### src/rtl/pack_arb_2ch.sv
// rtl/pack_arb_2ch.sv - two-channel byte arbiter feeding one shared 8-to-16 packer
// Optional forced flush of a half-filled word is enabled by defining PACK_TIMEOUT_EN.

module pack_arb_2ch #(
   parameter int         TIMEOUT = 15,
   parameter logic [7:0] PAD     = 8'h00
) (
   input  logic        clk,
   input  logic        rst,
   input  logic        s0_valid,
   input  logic [7:0]  s0_data,
   output logic        s0_ready,
   input  logic        s1_valid,
   input  logic [7:0]  s1_data,
   output logic        s1_ready,
   output logic        m_valid,
   output logic [15:0] m_data,
   output logic        m_src,
   output logic        m_pad,
   input  logic        m_ready
);

   typedef enum logic [1:0] {S_IDLE, S_HI, S_OUT} state_t;

   state_t      r_state;
   state_t      w_next;
   logic        r_src;
   logic        r_last;
   logic [15:0] r_data;
   logic        w_pick;
   logic        w_sel_valid;
   logic        w_take;
   logic        w_flush;
   logic [7:0]  w_byte;

`ifdef PACK_TIMEOUT_EN
   localparam int CW = (TIMEOUT > 1) ? $clog2(TIMEOUT) : 1;
   logic [CW-1:0] r_cnt;
   logic          r_pad;

   assign w_flush = (r_state == S_HI) && !w_sel_valid && (r_cnt == CW'(TIMEOUT - 1));
   assign m_pad   = r_pad;
`else
   logic w_unused_cfg;

   assign w_unused_cfg = ^{PAD, TIMEOUT};
   assign w_flush      = 1'b0;
   assign m_pad        = 1'b0;
`endif

   // The grant is chosen in IDLE and then frozen in r_src until the word is consumed.
   assign w_pick      = (r_state != S_IDLE) ? r_src :
                        (s0_valid && s1_valid) ? ~r_last : s1_valid;
   assign w_sel_valid = w_pick ? s1_valid : s0_valid;
   assign w_byte      = w_pick ? s1_data : s0_data;
   assign w_take      = (s0_ready & s0_valid) | (s1_ready & s1_valid);

   assign m_valid = (r_state == S_OUT);
   assign m_data  = r_data;
   assign m_src   = r_src;

   always_ff @(posedge clk) begin
      if (rst) begin
         r_state <= S_IDLE;
      end else begin
         r_state <= w_next;
      end
   end

   always_comb begin
      w_next   = r_state;
      s0_ready = 1'b0;
      s1_ready = 1'b0;
      case (r_state)
         S_IDLE: begin
            if (w_sel_valid && !rst) begin
               s0_ready = ~w_pick;
               s1_ready = w_pick;
               w_next   = S_HI;
            end
         end
         S_HI: begin
            s0_ready = ~w_pick & ~rst;
            s1_ready = w_pick & ~rst;
            if (w_sel_valid || w_flush) begin
               w_next = S_OUT;
            end
         end
         S_OUT: begin
            if (m_ready) begin
               w_next = S_IDLE;
            end
         end
         default: w_next = S_IDLE;
      endcase
   end

   always_ff @(posedge clk) begin
      if (rst) begin
         r_data <= 16'h0000;
         r_src  <= 1'b0;
         r_last <= 1'b1;
`ifdef PACK_TIMEOUT_EN
         r_cnt  <= '0;
         r_pad  <= 1'b0;
`endif
      end else begin
         case (r_state)
            S_IDLE: begin
               if (w_take) begin
                  r_data[15:8] <= w_byte;
                  r_src        <= w_pick;
`ifdef PACK_TIMEOUT_EN
                  r_cnt        <= '0;
                  r_pad        <= 1'b0;
`endif
               end
            end
            S_HI: begin
               if (w_take) begin
                  r_data[7:0] <= w_byte;
`ifdef PACK_TIMEOUT_EN
                  r_cnt       <= '0;
               end else if (w_flush) begin
                  r_data[7:0] <= PAD;
                  r_pad       <= 1'b1;
               end else begin
                  r_cnt       <= r_cnt + 1'b1;
`endif
               end
            end
            S_OUT: begin
               // Remember who was served so the other channel wins the next tie.
               if (m_ready) begin
                  r_last <= r_src;
               end
            end
            default: ;
         endcase
      end
   end

endmodule
### config.mk
export PLATFORM = sky130hd
export DESIGN_NAME = pack_arb_2ch
export DESIGN_NICKNAME = d
export VERILOG_FILES = /design/src/rtl/pack_arb_2ch.sv
export SDC_FILE = /design/constraint.sdc
export NUM_CORES = 1
export LEC_CHECK = 0
export CORE_AREA = 3 3 71 73
export CTS_BUF_LIST = sky130_fd_sc_hd__clkbuf_4
export DETAILED_ROUTE_END_ITERATION = 12
export DIE_AREA = 0 0 74 76
export GPL_TIMING_DRIVEN = 0
export PLACE_DENSITY = 0.56
export SYNTH_ARGS = -nofsm -noshare
export SYNTH_HDL_FRONTEND = slang
export SYNTH_SLANG_ARGS = --single-unit
export TNS_END_PERCENT = 10
### constraint.sdc
create_clock -name clk -period 3.3 [get_ports clk]
set_clock_uncertainty 0.2 [all_clocks]
set_input_delay 0.66 -clock clk [delete_from_list [all_inputs] [get_ports clk]]
set_output_delay 0.66 -clock clk [all_outputs]
set_load 0.02 [all_outputs]
==> impl_results.md <==
* Nets at about 190
* RePlAce Congestion at between 0.7 and 0.8
* Tmin final at roughly 3 ns
* IO Pins at 42
* Critical Path AT at around 2.2 ns
* Largest stage delay on the critical path at between 0.5 and 0.6 ns
* Critical Path RT at around 2.4 ns
* Routed wire length at roughly 3.2 mm
* Synth Instances at roughly 120
* Final period util at between 90% and 100%
* Rows at 24
* Crit start category: input port
* Initial antenna violation count at 0
* Clock Tree Buf Depth at 2
* FMAX at roughly 330 MHz
* Clk pwr share at between 20% and 30%
* Post-route ant nets at 0
* Yosys top cell area share at between 30% and 40%
* Largest net degree at the start of global routing at 12
* Post-place setup slack at -0.126 ns
* Synth area leader: dfxtp_1
* Chip width at between 70 and 80 um
* Pint at between 400 and 500 uW
* Hold Path Class: flip-flop to flip-flop
* Post-synth ARST share at 0%
* Worst Path Max Fanout at 10
* Final HPWL from detailed placement at approximately 2.4 mm
* Max cap viols at 0
* Critical path class: input port to output port
* GRT Overall Usage at between 10 and 15%
* Syn-to-layout area delta at 45.5%
* Worst-Skew Late Latency at about 0.30 ns
* Total grt overflow at 0
* Antenna diodes at 0
* Sequential area share after synthesis at 36.2%
* Clock-pin slew on the worst setup and hold paths at between 0.1 and 0.15 ns
* Via count at 1,029
* Top_reg_cell synth: dfxtp_1
* Post-synth top cells: 20 x dfxtp_1, 10 x a21oi_1, 10 x mux2_2, 9 x nand2_1, 9 x nand2b_1
* CTS Buf Count at 3
* Count of final setup violators at 0
* Worst-path cell chain: clkdlybuf4s50_1 > a21boi_4 > mux2_2 > nor2b_1 > dlygate4sd2_1
* CTS H-tree depth at 1
* Combinational fraction of design power at around 36%
* DR pass1 iterations at 4
* Number of global-route vias before repair at just over 1,000
* Worst Path Buf+Inv at 2
* Die area at 0.00562 mm^2
* Filler cell count in the final layout at between 400 and 500
* CP max stage cell: clkdlybuf4s50_1
* Final-report max-slew violation count at 0
* Initial Util at between 20% and 30%
* Initial drt markers at 35
* Number of I/O port buffers at 40
* Hold Vio Cnt, Final at 0
* Setup bufs post-CTS at 0
* CTS Hold Bufs at 0
* RSZ-0062 raised after global routing: false
* P per Cell Area at between 300 and 400 mW/mm^2
* Vias per inst at about 4.7
* Reg power frac at between 40% and 50%
* Most area-consuming cells after synthesis: dfxtp_1 36%, a311oi_2 11%, mux2_2 10%
* Count leader, synth: dfxtp_1
* Crit end category: output port
* Die Ht at approximately 76 um
* Worst slew pin tran at a little over 0.7 ns
* Core area at 0.00441 mm^2
* Leakage Power at around 0.59 nW
* Post-route DRC at 0
* CTS Root Cell: clkbuf_4
* Clk sinks at 20
* Final setup margin at around 0.26 ns
* Mean Syn Cell Area at 9.15 um^2
* Syn Nets at between 100 and 150
* Number of warnings issued by yosys at 0
* Family with the most delay on the worst path: buffers and inverters
* Switching share of power at around a third
* Rel. slew slack at between 50% and 60%
* Setup TNS at 0 ns
* Post-synth cell types at 29
* Avg WL per Cell at ~15 um
* Max VDD drop at roughly 0.13 mV
* EDFF count, synth at 0
* CTS tree: done
* Mapped cell area at 0.00111 mm^2
* Global-route wire length before repair at 5.09 mm
* Psw at approximately 210 uW
* Yosys reg bits at 20
* Status: finished, final reports clean
* Share of post-route cells with drive strength above 1 at a little under a quarter
cell usage in the layout, fill, tap and decap left out:
| cell | Yosys | routed |
|---|---|---|
| mux2i_1 | 1 | 1 |
| buf_6 | 2 | 2 |
| dfxtp_1 | 20 | 20 |
| inv_1 | 1 | 1 |
| mux2_2 | 10 | 10 |
| nand3_1 | 8 | 8 |
| a31oi_1 | 1 | 1 |
| nor2_1 | 3 | 3 |
| clkbuf_2 | 1 | 1 |
| a21boi_4 | 0 | 1 |
| conb_1 | 1 | 1 |
| buf_4 | 3 | 3 |
| nand2b_1 | 9 | 9 |
| nor2b_1 | 1 | 1 |
| nand4_1 | 8 | 8 |
| o21ai_0 | 8 | 7 |
| nand3b_1 | 1 | 1 |
| or2_1 | 1 | 1 |
| a311oi_2 | 8 | 8 |
| clkdlybuf4s50_1 | 0 | 38 |
| clkinv_1 | 0 | 1 |
| o21ai_1 | 1 | 1 |
| clkbuf_4 | 0 | 3 |
| buf_2 | 4 | 4 |
| a21oi_1 | 10 | 10 |
| dlymetal6s2s_1 | 0 | 1 |
| and3_1 | 1 | 1 |
| a21bo_2 | 2 | 2 |
| o21ai_2 | 0 | 1 |
| nand2_1 | 9 | 9 |
| dlygate4sd2_1 | 0 | 1 |
| nor2_2 | 2 | 2 |
| and2_4 | 1 | 1 |
| nor3b_1 | 1 | 1 |
| clkbuf_1 | 2 | 2 |
flip-flops by register name, indices dropped and copies added (netlist names):
name     count
r_state      2
r_last       1
m_src        1
m_data      16
worst paths after layout:
path	from	endpoint	slack (ns)	cells past startpoint
worst max register to register	m_src	m_data[5]	1.77	4
worst min register to register	m_data[7]	m_data[7]	0.29	2
worst min-delay path	m_data[7]	m_data[7]	0.29	2
worst max-delay path	s1_valid	s1_ready	0.26	5
power groups by stage:
| stage | Combinational, mW | Clock [mW] | Sequential (mW) |
|---|---|---|---|
| floorplan | 0.109 | 0 | 0.305 |
| global placement | 0.223 | 0 | 0.283 |
| detailed placement | 0.225 | 0 | 0.283 |
| CTS | 0.227 | 0.131 | 0.279 |
| global route | 0.243 | 0.141 | 0.282 |
| finish | 0.225 | 0.127 | 0.279 |
through the flow:
stage | util, % | hold WS, ns | instance area (um^2) | std cells | power, mW
3_3_place_gp | 35.6 | 0.270 | 1570 | 213 | 0.506
2_1_floorplan | - | 0.294 | 1110 | 121 | 0.414
3_5_place_dp | 35.6 | 0.270 | 1570 | 213 | 0.509
4_1_cts | 36.5 | 0.301 | 1610 | 217 | 0.637
6_report | 36.5 | 0.295 | 1610 | 217 | 0.631
5_1_grt | 36.5 | 0.318 | 1610 | 217 | 0.666
final cells by class:
cell class	count	area [um^2]	area share (%)
buffer	12	77.6	4.81
sequential	20	400	24.8
timing repair buffer	40	402	24.9
tap	52	65.1	4.04
clock buffer	3	22.5	1.40
multi-input combinational	88	637	39.5
clock inverter	1	3.75	0.233
inverter	1	3.75	0.233
logic make-up (layout without fill, tap and decap cells):
family / after synthesis / count (layout) / synth area share (%)
AND/OR/NAND/NOR: 45 / 45 / 22.3
AO/OA/AOI/OAI: 31 / 31 / 22.8
other: 1 / 1 / 0.339
flip-flops: 20 / 20 / 36.2
multiplexers: 11 / 11 / 11.1
buffers and inverters: 13 / 57 / 7.34
what timing repair did:
action	in CTS	in global routing
pin swaps	1	0
setup endpoints to repair	2	1
resized for setup	4	1
cloned	0	0
metal layers:
metal	global-route usage, %	part of all wire, %	vias to the layer above
met5	0	0	-
met4	3.80	0.63	0
met3	2.77	8.9	2
met2	16.4	43	42
met1	16.5	48	459
li1	-	-	526
worst register-to-register path: stages, from the launching register on:
cell and delay [ns]:
dfxtp_1 0.40, mux2_2 0.36, and3_1 0.18, buf_2 0.15, o21ai_0 0.18
No activity file was read; power rests on OpenSTA's default activity.
